==> src/rtl/net_to_tran.sv <==
// net_to_tran -- receive side of the network-to-transport path.
//
// Takes byte-serial packets from the network layer. The first byte of each
// packet is the caller phone number and is latched into phoneNum; the next
// packetSize bytes are buffered in a small register FIFO. The complete packet
// is then offered to the transport layer, which pops it one byte per tranRd.
// A packet whose receiving strobe drops early is discarded and counted.
//
// Ports:
//   clk          in   system clock, rising edge
//   reset        in   asynchronous active-low reset
//   data         in   [7:0] byte from network layer
//   receiving    in   data valid; held high for a packet's full duration
//   tranRd       in   transport read strobe, pops one byte
//   recvReady    out  block accepts a new packet (IDLE or PAYLOAD)
//   phoneNum     out  [7:0] phone byte of the last accepted packet
//   packetReady  out  complete packet buffered and available
//   dataOut      out  [7:0] popped payload byte
//   dataOutValid out  one-cycle pulse per pop, one cycle after tranRd
//   bufferCount  out  [countWidth-1:0] bytes currently in FIFO
//   abortCount   out  [7:0] aborted packets, saturating at 255
module net_to_tran #(
  parameter int unsigned packetSize = 16,
  parameter int unsigned countWidth = 5
) (
  input  logic                  clk,
  input  logic                  reset,
  input  logic [7:0]            data,
  input  logic                  receiving,
  input  logic                  tranRd,
  output logic                  recvReady,
  output logic [7:0]            phoneNum,
  output logic                  packetReady,
  output logic [7:0]            dataOut,
  output logic                  dataOutValid,
  output logic [countWidth-1:0] bufferCount,
  output logic [7:0]            abortCount
);

  localparam int unsigned PTR_W = (packetSize > 1) ? $clog2(packetSize) : 1;
  localparam logic [PTR_W-1:0]      LAST_PTR = PTR_W'(packetSize - 1);
  localparam logic [countWidth-1:0] LAST_CNT = countWidth'(packetSize - 1);
  localparam logic [countWidth-1:0] ONE_CNT  = countWidth'(1);

  typedef enum logic [1:0] {
    S_IDLE    = 2'd0,
    S_PAYLOAD = 2'd1,
    S_DELIVER = 2'd2
  } state_t;

  state_t                r_state;
  logic [7:0]            r_mem [packetSize];
  logic [PTR_W-1:0]      r_wrPtr;
  logic [PTR_W-1:0]      r_rdPtr;
  logic [countWidth-1:0] r_count;
  logic [7:0]            r_phoneNum;
  logic [7:0]            r_dataOut;
  logic                  r_dataOutValid;
  logic [7:0]            r_abortCount;

  logic                  w_wr;
  logic                  w_rd;
  logic [PTR_W-1:0]      w_wrPtrNext;
  logic [PTR_W-1:0]      w_rdPtrNext;

  // Writes only happen in PAYLOAD and reads only in DELIVER, so the FIFO
  // never sees a simultaneous push and pop.
  assign w_wr = (r_state == S_PAYLOAD) && receiving;
  assign w_rd = (r_state == S_DELIVER) && tranRd && (r_count != '0);

  assign w_wrPtrNext = (r_wrPtr == LAST_PTR) ? '0 : r_wrPtr + PTR_W'(1);
  assign w_rdPtrNext = (r_rdPtr == LAST_PTR) ? '0 : r_rdPtr + PTR_W'(1);

  assign recvReady    = (r_state != S_DELIVER);
  assign packetReady  = (r_state == S_DELIVER);
  assign phoneNum     = r_phoneNum;
  assign dataOut      = r_dataOut;
  assign dataOutValid = r_dataOutValid;
  assign bufferCount  = r_count;
  assign abortCount   = r_abortCount;

  // Payload storage carries no reset; pointers and count define its contents.
  always_ff @(posedge clk) begin
    if (w_wr) begin
      r_mem[r_wrPtr] <= data;
    end
  end

  always_ff @(posedge clk or negedge reset) begin
    if (!reset) begin
      r_state        <= S_IDLE;
      r_wrPtr        <= '0;
      r_rdPtr        <= '0;
      r_count        <= '0;
      r_phoneNum     <= '0;
      r_dataOut      <= '0;
      r_dataOutValid <= 1'b0;
      r_abortCount   <= '0;
    end else begin
      r_dataOutValid <= 1'b0;
      case (r_state)
        S_IDLE: begin
          if (receiving) begin
            r_phoneNum <= data;
            r_state    <= S_PAYLOAD;
          end
        end
        S_PAYLOAD: begin
          if (receiving) begin
            r_wrPtr <= w_wrPtrNext;
            r_count <= r_count + ONE_CNT;
            if (r_count == LAST_CNT) begin
              r_state <= S_DELIVER;
            end
          end else begin
            // Early drop of receiving: discard the partial packet.
            r_wrPtr <= '0;
            r_rdPtr <= '0;
            r_count <= '0;
            if (r_abortCount != 8'hFF) begin
              r_abortCount <= r_abortCount + 8'd1;
            end
            r_state <= S_IDLE;
          end
        end
        S_DELIVER: begin
          if (w_rd) begin
            r_dataOut      <= r_mem[r_rdPtr];
            r_dataOutValid <= 1'b1;
            r_rdPtr        <= w_rdPtrNext;
            r_count        <= r_count - ONE_CNT;
            if (r_count == ONE_CNT) begin
              r_state <= S_IDLE;
            end
          end
        end
        default: begin
          r_state <= S_IDLE;
        end
      endcase
    end
  end

endmodule

==> config.mk <==
export PLATFORM = sky130hd
export DESIGN_NAME = net_to_tran
export DESIGN_NICKNAME = d
export VERILOG_FILES = /design/src/rtl/net_to_tran.sv
export SDC_FILE = /design/constraint.sdc
export NUM_CORES = 1
export LEC_CHECK = 0
export ABC_CLOCK_PERIOD_IN_PS = 2760
export CAP_MARGIN = 0
export CORE_ASPECT_RATIO = 1.4
export CORE_MARGIN = 2
export CORE_UTILIZATION = 45
export DETAILED_ROUTE_END_ITERATION = 10
export PLACE_DENSITY = 0.72
export SLEW_MARGIN = 20
export SYNTH_ARGS = -nofsm -noshare
export SYNTH_HDL_FRONTEND = slang
export SYNTH_SLANG_ARGS = --single-unit
==> constraint.sdc <==
create_clock -name clk -period 2.76 [get_ports clk]
set_input_delay 0.276 -clock clk [delete_from_list [all_inputs] [get_ports clk]]
set_output_delay 0.276 -clock clk [all_outputs]
set_load 0.1 [all_outputs]
* Word level (Yosys, flattened, before mapping)
Memories as Yosys holds them, arrays and structs flattened. A register that Yosys moved wholly into a read port is not among the register bits. Index checks and enable logic that the tools add are counted. Widths: inputs -> output; s select.
Cells by class: $add $sub $neg 5, eq/ne operators 13, muxes and demuxes 19, bitwise gates (word level) 1, reductions and logical operators 13
Operator list (number):
- $mux 4 | 5
- $mux 2 | 5
- $mux 5 | 2
- $pmux 5 s2 | 1
- $add 4x1->4 const B | 2
- $add 8x1->8 const B | 1
- $eq 4x4->1 const B | 2
- $ne 8x8->1 const B | 1
- $pmux 4 s2 | 1
- $ne 2x2->1 const B | 3
- $pmux 2 s3 | 1
- $reduce_and 2->1 | 3
- $reduce_and 3->1 | 2
- $add 5x1->5 const B | 1
- $eq 5x1->1 const B | 1
- $eq 5x4->1 const B | 1
- $reduce_bool 5->1 | 1
- $sub 5x1->5 const B | 1
- $mux 1 | 4
- $ne 2x1->1 const B | 2
- $reduce_and 4->1 | 1
- $logic_and 1x1->1 | 3
- $ne 3x2->1 const B | 1
- $eq 2x1->1 const B | 1
- 5 further kinds | 5
Storage, ports and cells: register bits 32, bits in writable memories 128, input port bits 12, word-level logic and storage cells 59, memories 1
Memory list:
- r_mem | words 16, width 8, rd ports 1, clocked after Yosys merged registers in 1, write ports 1, line 52 | logic [7:0] r_mem [packetSize];

* Logic depth before layout (Yosys ltp)
Gate-level depths: netlist of the first run.
depth in word-level cells 5, gate-level depth with buffers 7, gate-level depth less buffers 7

* Worst setup path before layout of the first run
No wires, ideal clock.
path kind register -> register, start point reg r_count[1] (netlist: bufferCount[1]), end point reg r_count[2] (netlist: bufferCount[2]), library setup time 0.121 ns, data arrival time 2.234 ns, setup slack 0.405 ns, stages on the path, launching flop included 7, buffers on the path 0, period minus slack after synthesis 2.355 ns, cell sequence dfrtp_1 inv_1 ha_1 or4b_4 a21o_1 o221ai_1 a22o_1
On the way: cells in the longest elaborated chain, start to end 4, elaborated cells on any way between the ends 9, classes of those cells add/sub (2); eq/ne (1); mux (3); reduce/logical (3)
Ends and longest elaborated chain:
- start: declaration | line 55 | logic [countWidth-1:0] r_count;
- start signal: assignment | line 111 | r_count <= r_count + ONE_CNT;
- start signal: assignment | line 131 | r_count <= r_count - ONE_CNT;
- parallel branches: the longest is 4 deep, another holds $sub 5x1->5
Several ways; the timed one is not identified. The select of a mux whose other input is x is not followed. A chain may end at the register's enable or synchronous reset.

* Final worst setup path of the first run
start point reg r_count[1] (netlist: bufferCount[1]), end point reg r_rdPtr[0]
On the way: cells in the longest elaborated chain, start to end 4
Ends and longest elaborated chain:
- $reduce_bool 5->1 | line 69 | assign w_rd = (r_state == S_DELIVER) && tranRd && (r_count != '0);
- $logic_and 1x1->1 | line 69
- $ne 2x1->1 (no line)
- $reduce_and 3->1 (no line)
- end signal: assignment | line 130 | r_rdPtr <= w_rdPtrNext;
- end: declaration | line 54 | logic [PTR_W-1:0] r_rdPtr;
Every way passes these cells.

==> results.txt, run 1 <==
- Wire length of the first global-routing pass: around 21 mm
- CP max FO: 19
- Area share of the leading cell type in the synthesized netlist: 55.1%
* Result of the run: finished clean
- Number of buffers created by CTS: 17
- Sequential cell area: ~0.0048 mm²
- In this run the power density over the cells is approximately 800 mW/mm².
- Type of element launching the critical path: flip-flop
- Leakage power figure: ~0.003 µW
- Vias: 3733
- Max cap viols: 0
- Mean routed wirelength per cell: roughly 21 µm
- Sum of negative setup slack: 0 ps
- Maximum clock rate: about 0.46 GHz
* Share of the synthesized area in compound gates (AO/OA/AOI/OAI): under 10%
- No sink is reached through more buffers than the 2 on the longest clock path.
- After synthesis, the cell types taking the most area are edfxtp_1 (55%), dfrtp_1 (14%), mux4_2 (7.8%).
* Final slew viol count: 0
* Number of placement rows: 53
- Clock tree synthesis selected as its root buffer the cell clkbuf_16.
- WP data arrival: about 2500 ps
- CP Class: flip-flop to flip-flop
* Post-Syn Instances: between 300 and 400
- By area, the combinational part of the netlist is dominated by multiplexers.
* Syn. warnings: 0
* Clock skew after layout: around 11 ps
- Count of different cell masters after synthesis: 49
- Final period utilization: between 70% and 80%
- The post-route netlist has between 20% and 30% of its cells at a drive strength greater than 1.
* Combined area of the multi-input logic cells: roughly 0.002 mm²
- Vertical die dimension: between 150 and 200 µm
- From synthesis to final layout, the design area changed by 16.6%.
- Number of fill cells in the layout: about 1200
- Total core area: around 0.015 mm²
* Die X-Extent: between 100 and 150 µm
- The number of nets handed over by synthesis was between 400 and 500.
- After Yosys synthesis, and, or, nand and nor cells account for a little over 6% of the synthesized area.
- Netlist area before placement: about 0.0070 mm²
- The floorplan step defined a die boundary enclosing 0.0165 mm².
- The count of buffers added on input and output ports is 43.
- The number of global-route vias before repair came to ~3700.
- Post-route minimum period: ~2200 ps
- After detailed routing, the number of remaining DRC violations is 0.
- RSZ-0062 raised after global routing: no
- H-tree depth: 4
* Arithmetic-cell share of the synthesized area counting full adders, half adders and majority gates: ~1.8%
* Maximum number of pins on one net before global-route repair: 32
- For met3 alone, demand over resource in global routing was 3.74%.
* Final count of negative-setup-slack endpoints: 0
- The initial antenna violation count came to 0.
- Share of synthesized area occupied by flip-flops and latches: around 69%
- For the worst setup path, the data required time is between 3000 and 4000 ps.
* Number of placed instances, taps included: roughly 620
- For this run, asynchronously set or reset flops after synthesis account for a little under a quarter.
* Placed wire-length estimate after detailed placement: 9.43 mm
- EDFF count, synth: approximately 130
* Aggregate global routing overflow: 0
- Maximum resistive drop on vdd: between 0.0005 and 0.0006 V
* Cell with the most instances after synthesis: edfxtp_1
* Synth Register Bits: between 150 and 200
* Post CTS Setup Buffer Count: 0
- The number of antenna diodes in the final layout is 0.
* # clock sinks: between 150 and 200
- Headroom to the max-slew limit came out at a little over half.
- TritonCTS built the clock tree.
- The later pin in the worst-skew pair is clocked with a latency of about 430 ps.
- The detail route stage leaves a number of antenna-violating nets equal to 0.
* Fraction of synthesized area in multiplexers: between 10% and 20%
- Pre-antenna DRT Iters: 5
- Post-synthesis xor/xnor area fraction: less than 1%
- The path class of the tightest hold or removal check is input port to asynchronous set/reset pin.
- The routed design has 13.7 mm of wire.
- Dominant synthesized flop cell: edfxtp_1
* Count of routing violations after the opening detailed-route iteration: approximately 250
* Gp weighted congestion: about 0.78
* Post-synth top cells: edfxtp_1 (128), dfrtp_1 (40), nand2_1 (25)
- Vias per inst: ~5.7
- Net count reported at finish: 474
* Post-synthesis cell type with the largest combined area: edfxtp_1
- For this configuration, the core starts out at a cell density of between 40% and 50%.
- A synthesized cell averages approximately 18 µm².
- Cells fill a little over half of the core in the end.
- Met2 track demand over resource: 30.4%
* Fraction of met1 tracks used by global routing: about 22%
* Finished Layout Cells: between 600 and 700
- After clock tree synthesis, the clock-pin slew on the worst setup and hold paths is about 70 ps.
- Across all hold checks on the routed design, the worst slack comes to ~300 ps.
- Number of placed I/O pins: 44
- The final count of hold timing violations was 0.
- After global routing, the most crowded layer is met2.
- Critical path capture point type: flip-flop
- For the pin with the worst max-slew slack, the measured transition is approximately 700 ps.
* Global-route total usage across every layer: between 10% and 20%
-- layout by cell type, fill, tap and decap left out, drive strengths merged, types with 3 or more instances in the layout --
cell type / n
nor2: 8
nor3: 4
nand3: 7
mux4: 32
buf: 43
mux2i: 13
dfrtp: 40
clkinv: 4
and2: 8
nand2: 26
a22o: 6
o21ai: 16
and4: 4
xnor2: 5
and3b: 4
a31oi: 4
inv: 15
and3: 6
ha: 10
clkbuf: 18
edfxtp: 128
clkdlybuf4s50: 10
a21oi: 6
nand4: 3
nor2b: 3
mux2: 15
-- through the flow --
stage,setup WS (ps),total power [µW],area [µm²]
floorplan,405,3900,6970
finish,569,6520,8130
detailed placement,496,4210,7530
global route,434,6730,8130
global placement,581,4180,7530
CTS,572,6550,8130
-- path summary, 6_finish.rpt --
kind,to,start,slack (ps),cells after the start
max,r_rdPtr[0]$_DFFE_PN0P_,bufferCount[1]$_DFFE_PN0P_,570,6
min,dataOutValid$_DFF_PN0_,reset,300,2
max in group asynchronous,phoneNum[7]$_DFFE_PN0P_,reset,1750,3
min in group clk,dataOut[3]$_DFFE_PN0P_,dataOut[3]$_DFFE_PN0P_,480,2
min reg2reg,dataOut[3]$_DFFE_PN0P_,dataOut[3]$_DFFE_PN0P_,480,2
max reg2reg,r_rdPtr[0]$_DFFE_PN0P_,bufferCount[1]$_DFFE_PN0P_,570,6
-- power breakdown --
part	total (µW)	switching [µW]	leakage (µW)	internal, µW
Sequential	3010	145	0.00167	2870
Clock	2360	1000	0.000286	1360
Combinational	1140	863	0.00100	280
-- final cells by class --
| cell class | count | area share, % |
|---|---|---|
| multi-input combinational | 202 | 24.3 |
| tap | 192 | 2.96 |
| clock buffer | 18 | 5.28 |
| timing repair buffer | 54 | 5.45 |
| sequential | 168 | 59.6 |
| clock inverter | 14 | 2.02 |
| inverter | 9 | 0.416 |
-- critical path, cell delays in order, from the launching register on --
cell and delay, ps:
dfrtp_1 440, inv_1 140, ha_1 280, or4b_4 510
nand2_2 310, inv_1 160, a22o_2 240
-- logic make-up after synthesis --
family,count (synthesis)
multiplexers,60
buffers and inverters,28
flip-flops,168
XOR/XNOR,7
adder cells (fa/ha/maj),10
AND/OR/NAND/NOR,78
AO/OA/AOI/OAI,47
-- state kept, by name, indices dropped and copies added, names as in the netlist --
signal,cells
dataOut,8
r_state,2
r_mem,128
abortCount,8
dataOutValid,1
phoneNum,8
r_wrPtr,4
bufferCount,5
r_rdPtr,4
-- layer usage --
layer / part of all wire (%) / vias up
met3: 3.3 / 19
met4: 2.2 / 0
met1: 41 / 1936
met5: 0 / -
met2: 54 / 102
li1: - / 1676
-- repair_timing --
item                       CTS  global route
hold buffers                 1             0
setup endpoints to repair    0             0
hold endpoints to repair    13             0
resized for setup            0             0
Power figures use the tool's default switching activity.
==> run 2, diff against run 1 <==
ABC_CLOCK_PERIOD_IN_PS = 1900   (was 2760)
PLACE_DENSITY = 0.75   (was 0.72)
clock period = 1.9 ns   (was 2.76 ns; I/O delays follow)
==> run 2 against run 1 <==
Compared with the run above:
- maximum frequency up 16%
- register-to-register slack worse by 550 ps
- wire length up 9.6%
- setup slack worse by 550 ps
- non-clock buffer count up 41
- critical path depth unchanged
- core utilization up 4.6 points
- first-iteration DRC count up 10%
- hold slack worse by 68 ps
- critical path type unchanged
- sequential power up 46%
==> results.txt, run 2 (same netlist as run 1, synthesis figures left out) <==
* Detailed-routed wire length on met3: around 600 µm
- Critical path capture point type: flip-flop
* Die area: 0.0165 mm²
- Cell class contributing the biggest share of worst-path delay: compound AO/OA/AOI/OAI gates
- After layout, the worst setup slack is a little under 20 ps.
- Measured along the y axis, the die boundary spans about 150 µm.
- Post-route minimum period: ~1900 ps
- Number of antenna violations at the first check in global routing: 0
- The detailed router put a total of 5.95 mm of wire on met1.
* Deepest clock path buffer count: 2
- Latest clock arrival within the worst-skew pair: between 400 and 500 ps
* Maximum number of pins on one net before global-route repair: 32
- The endpoint identified for the worst register-to-register timing path is bufferCount[3]$_DFFE_PN0P_.
* Area added between synthesis and finish: 26.6%
* Total wire length: ~15 mm
* WP data arrival: 2240 ps
* Clock share of power: 38.8%
* Pre-CTS setup slack: -14.5 ps
- Number of placed I/O pins: 44
- For the pin with the worst max-slew slack, the measured transition is ~610 ps.
* Aggregate global routing overflow: 0
- For this run, the slowest stage of the critical path takes about 520 ps.
* Type of element launching the critical path: flip-flop
- The cell sitting at the root of the clock tree is a clkbuf_16.
- In the layout the commonest cells are edfxtp_1 (128), buf_4 (62), dfrtp_1 (28), mux4_2 (26), nand2_1 (25).
* Final slew viol count: 0
* Power Dens Cells: ~1200 mW/mm²
- Flop pwr share: approximately 43%
- Net switching is between 20 and 30% of the power.
- Net switching power: between 2000 and 3000 µW
- In this run the tightest slew margin relative to its limit is about three fifths.
- Finished Layout Cells: approximately 700
- The register with the most flip-flops in the layout has roughly 130 of them.
- The number of global-route vias before repair is ~4100.
* Int Pwr: around 7300 µW
- After detailed routing, the number of remaining DRC violations is 0.
- Ratio of cells with drive above 1 in the final layout: approximately 36%
- RSZ-0062 raised after global routing: no
- Number of nets still failing antenna checks after routing: 0
- Using the TritonRoute via totals, the vias-per-cell ratio works out to 5.59.
- Class of the tightest hold or removal check: input port to asynchronous set/reset pin
* Gp weighted congestion: 0.838
* RR Startpoint: bufferCount[1]$_DFFE_PN0P_
- For the worst flop-to-flop path, the logic depth is 6.
* Clock-pin slew on the worst setup and hold paths: approximately 60 ps
- Once the floorplan was initialized, standard cells occupied a little under half of the core.
- Wire length of the first global-routing pass: 22.7 mm
* Max cap viols: 0
- Register bank with the most flops: r_mem
* H-tree depth: 4
- Across the VDD grid, the largest voltage drop is ~0.00074 V.
* Met2 wire length: around 8.3 mm
- Highest metal used: met4
- After detailed routing, the average wire length per cell comes to 21.5 µm.
- Global-route total usage across every layer: between 10% and 20%
- Count of input and output buffers: 43
- Number of fill cells in the layout: around 1100
* Fin area: 0.00883 mm²
- Setup violations remaining at the end of the flow were counted as 0.
- The worst path uses between 90% and 100% of the clock period.
- Total core area: ~0.015 mm²
- Share of total power in combinational logic: 18.3%
- Maximum clock rate: ~0.53 GHz
* CP Class: flip-flop to flip-flop
- The first detailed-routing pass took 4 iterations.
- Commonest non-fill, non-tap cell in the layout: edfxtp_1
* Die X-Extent: between 100 and 150 µm
- Crit-path slowest cell: or4b_4
* CTS tree: built
* Crit path cell chain: inv_4, ha_4, or4b_4, a21o_4, o21ai_0, a22o_1
* Vias: a little under 4000
* # clock sinks: roughly 170
* Number of hold violations in the final report: 0
* Number of placed instances, taps included: about 660
* Diode insertion count for antenna repair: 0
- In this run the static leakage power is between 0.003 and 0.004 µW.
* Net count reported at finish: around 520
- The run finished with clean final reports.
- The placed instances occupy a cell area of 0.00805 mm².
- For the final database, setup skew stands at 9.77 ps.
- Number of buffers created by CTS: 17
- In this run the worst path has a maximum fanout of 7.
- The first routing iteration left 280 violations.
* Buffers plus inverters on the worst setup path: 1
- Placed wire-length estimate after detailed placement: between 10 and 15 mm
- The worst register-to-register path has a setup slack of ~20 ps.
* Number of placement rows: 53
* Required time of the worst setup path: around 2300 ps
==> run 2: changes by cell type in the layout (fill, tap and decap cells not counted), moves of 3 or more <==
cell,previous run,this run
buf_4,41,62
buf_12,1,19
dfrtp_1,39,28
dfrtp_2,1,9
bufinv_16,2,7
clkinv_4,3,0
dfrtp_4,0,3
inv_6,4,1
==> run 2: power by group through the flow <==
stage | clock network [µW] | registers [µW] | logic [µW]
final | 3960 | 4390 | 1870
after global routing | 4160 | 4420 | 1950
after CTS | 4020 | 4390 | 1810
after detailed placement | 0 | 4460 | 1790
after global placement | 0 | 4440 | 1750
after floorplan | 0 | 5280 | 441
==> run 2: repair_timing <==
item	4_1_cts	5_1_grt
setup endpoints to repair	6	42
gates resized for setup	4	9
hold buffers	1	0
pin swaps	1	4
buffers inserted	1	6
endpoints found under the hold margin	15	0
==> run 2: final cells by class <==
class | instances | area (µm²) | share of cell area [%]
tap | 192 | 240 | 2.72
clock inverter | 12 | 248 | 2.81
inverter | 9 | 36.3 | 0.411
timing repair buffer | 95 | 983 | 11.1
clock buffer | 19 | 433 | 4.91
multi-input combinational | 202 | 2020 | 22.9
sequential | 168 | 4870 | 55.1
==> run 2: worst max-delay path by stage <==
stage                          startpoint                         end  slack (ps)  cells past startpoint
2_1_floorplan  bufferCount[1]$_DFFE_PN0P_  bufferCount[2]$_DFFE_PN0P_         -30                      6
3_3_place_gp                    receiving      r_mem[10][5]$_DFFE_PP_         -10                      6
3_5_place_dp   bufferCount[1]$_DFFE_PN0P_  bufferCount[3]$_DFFE_PN0P_         -10                      6
4_1_cts            r_rdPtr[0]$_DFFE_PN0P_      dataOut[6]$_DFFE_PN0P_          -1                      5
5_1_grt            r_state[0]$_DFFE_PN0P_                 packetReady           2                      3
6_report       bufferCount[1]$_DFFE_PN0P_  bufferCount[3]$_DFFE_PN0P_          20                      6
==> run 2: layer usage <==
metal	vias to the layer above	track usage [%]
li1	1754	-
met1	2026	23.2
met2	105	33.1
met3	11	4.00
met4	0	7.15
met5	-	0
==> run 2: stage by stage <==
step | power (µW) | setup TNS, ps | hold slack (ps) | util, %
3_3_place_gp | 6190 | -173 | 126 | 53.2
3_5_place_dp | 6250 | -241 | 134 | 53.2
4_1_cts | 10200 | -1.19 | 225 | 58.0
5_1_grt | 10500 | 0 | 262 | 58.4
2_1_floorplan | 5720 | -81.9 | -106 | -
6_report | 10200 | 0 | 227 | 58.4
==> run 3, diff against run 2 <==
REMOVE_ABC_BUFFERS = 1   (was default)
==> run 3 against run 2 <==
Compared with the run above:
- first-iteration DRC count is 26% higher
- critical path type unchanged
- combinational power is 2% lower
- setup slack worse by 9.2 ps
- via count up 1.5%
- clock power decreased by 9.3%
- wire length is 0.89% lower
- hold slack better by 56 ps
- count of clock-buffer cells in the layout fell by 1
- cell count rose by 1.7%
- global-route usage about the same
==> results.txt, run 3 (same netlist as run 1, synthesis figures left out) <==
* Total wire length: between 10 and 15 mm
- In the global route stage, met2 resource usage came out at about 34%.
* Class of the tightest hold or removal check: input port to asynchronous set/reset pin
* Number of nets still failing antenna checks after routing: 0
* Capture instance of the worst register-to-register path: dataOut[0]$_DFFE_PN0P_
* CTS tree: built
- Pre-CTS setup slack: -20.7 ps
- Clock skew on the completed layout was measured at just over 8 ps.
- Maximum resistive drop on vdd: 0.00123 V
- GRT Max-Usage Layer: met2
- The final count of hold timing violations came to 0.
- Clock-pin slew on the worst setup and hold paths: ~70 ps
* RR Startpoint: r_rdPtr[0]$_DFFE_PN0P_
- Fraction of met1 tracks used by global routing: 22.9%
- The design draws around 9800 µW.
- The critical path goes through buf_12, buf_4, mux4_2, nor2b_2, a211o_1, a22o_1.
- Max reg flops: approximately 130
* Global-route total usage across every layer: 19.0%
- The floorplan step defined a core boundary enclosing around 0.015 mm².
* Number of buffers created by CTS: 17
* Sum of negative setup slack: 0 ps
- For this design, the sink count on the clock tree is around 170.
* Count of routing violations after the opening detailed-route iteration: about 350
- The H-tree was split into 4 levels.
* Crit-path slowest cell: mux4_2
- Maximum single-stage delay on the critical path: 480 ps
- Worst slew margin relative to its limit: a little under three fifths
* CP Class: flip-flop to flip-flop
- Area added between synthesis and finish: 26.3%
* Number of fill cells in the layout: between 1000 and 1500
* Via count of the first global-routing pass: just over 4000
- The floorplan has 53 rows.
- Buffer cell driving the clock tree root: clkbuf_16
- Vias: around 4000
* Maximum number of pins on one net before global-route repair: 32
* Power Dens Cells: ~1100 mW/mm²
- Number of placed instances, taps included: about 670
* Result of the run: finished clean
- Ranked by flip-flop count, first place goes to r_mem.
- Number of antenna violations at the first check in global routing: 0
- The number of cells on the worst reg-to-reg path is 6.
- RSZ-0062 raised after global routing: yes
* Maximum clock rate: ~0.53 GHz
- For this design the static power due to leakage is 0.00331 µW.
- Vertical die dimension: roughly 150 µm
- Vias per inst: between 5 and 6
* Final worst slack: 10.3 ps
* Ratio of cells with drive above 1 in the final layout: roughly 34%
- Die area: ~0.017 mm²
- After the flow finishes, the layout carries non-filler instances totaling between 700 and 800.
- The worst path uses around 100% of the clock period.
* R2R setup slack: a little over 10 ps
- Leaving out fill and tap cells, the most frequent cells in the layout are edfxtp_1 (128), buf_4 (74), dfrtp_1 (39), nand2_1 (25), mux4_2 (25).
- WP data arrival: 2200 ps
- Mean routed wirelength per cell: between 20 and 25 µm
- Diode insertion count for antenna repair: 0
- Count of input and output buffers: 43
- After global routing the overflow that remains totals 0.
* Met3 Track Usage GR: under 10%
- 44 I/O pins were placed.
* Latest clock arrival within the worst-skew pair: 430 ps
- CP max FO: 7
- Final count of negative-setup-slack endpoints: 0
* Deepest clock path buffer count: 2
- Wire length of the first global-routing pass: approximately 23 mm
* Pre-antenna DRT Iters: 5
- Type of element launching the critical path: flip-flop
- In the final design database the tool counted approximately 530 nets.
* Critical path capture point type: flip-flop
- Max cap viols: 0
* Required time of the worst setup path: around 2200 ps
- After detailed routing, the number of remaining DRC violations is 0.
- Final slew viol count: 0
* Commonest non-fill, non-tap cell in the layout: edfxtp_1
* Post-route minimum period: approximately 1900 ps
- Measured along the x axis, the die boundary spans ~110 µm.
* Placed wire-length estimate after detailed placement: between 10 and 15 mm
* Transition time at the pin with the least slew margin: between 600 and 700 ps
- Gp weighted congestion: 0.792
- Final Core Density: about three fifths
- Initial Utilization: a little under half
==> run 3: cell count changes in the layout (fill, tap and decap cells not counted), sizes merged <==
cell	before	now
buf	84	93
bufinv	7	3
inv	11	15
clkinv	2	4
clkbuf	19	20
==> run 3: layout make-up <==
cell class / instances / area [µm²] / share of cell area [%]
flip-flops and latches: 168 / 4850 / 55.0
inverters: 9 / 36.3 / 0.412
clock inverters: 14 / 189 / 2.14
clock buffers: 18 / 429 / 4.87
repair buffers: 106 / 1080 / 12.3
well taps: 192 / 240 / 2.73
multi-input cells: 202 / 1990 / 22.6
==> run 3: how the worst max path moves through the flow <==
stage / startpoint / end / cells after the start
3_3_place_gp: r_rdPtr[0]$_DFFE_PN0P_ / dataOut[1]$_DFFE_PN0P_ / 5
3_5_place_dp: r_rdPtr[0]$_DFFE_PN0P_ / dataOut[3]$_DFFE_PN0P_ / 5
5_1_grt: r_rdPtr[0]$_DFFE_PN0P_ / dataOut[0]$_DFFE_PN0P_ / 6
6_report: r_rdPtr[0]$_DFFE_PN0P_ / dataOut[0]$_DFFE_PN0P_ / 6
4_1_cts: r_state[0]$_DFFE_PN0P_ / recvReady / 4
2_1_floorplan: r_state[0]$_DFFE_PN0P_ / bufferCount[3]$_DFFE_PN0P_ / 5
==> run 3: worst max-delay path: cells and delay by family, from the launching register on <==
family / cells / cell delay, ps
multiplexers: 1 / 480
AO/OA/AOI/OAI: 2 / 470
flip-flops: 1 / 390
buffers and inverters: 2 / 270
AND/OR/NAND/NOR: 1 / 160
==> run 3: per-stage QoR <==
step                      instance area (µm²)  hold slack, ps
after floorplan                          6850            -106
after global placement                   8050             206
after detailed placement                 8050             211
after CTS                                8690             287
after global routing                     8810             300
final                                    8810             283
==> run 3: layer usage <==
metal  vias to the layer above  part of all wire, %
met3                        29                  4.1
met1                      2010                   40
met4                         0                  2.0
met5                         -                    0
li1                       1788                    -
met2                       129                   54
==> run 3: power by group <==
| group | switching [µW] | internal [µW] | total (µW) |
|---|---|---|---|
| sequential | 173 | 4160 | 4340 |
| clock | 1480 | 2110 | 3590 |
| combinational | 1320 | 511 | 1830 |
==> run 3: what timing repair did <==
action                                  in CTS  in global routing
gates resized for setup                      3                  8
buffers inserted                             0                  5
gates cloned                                 0                  2
hold endpoints to repair                    20                  0
endpoints found under the setup margin       7                 12
hold buffers                                 1                  0
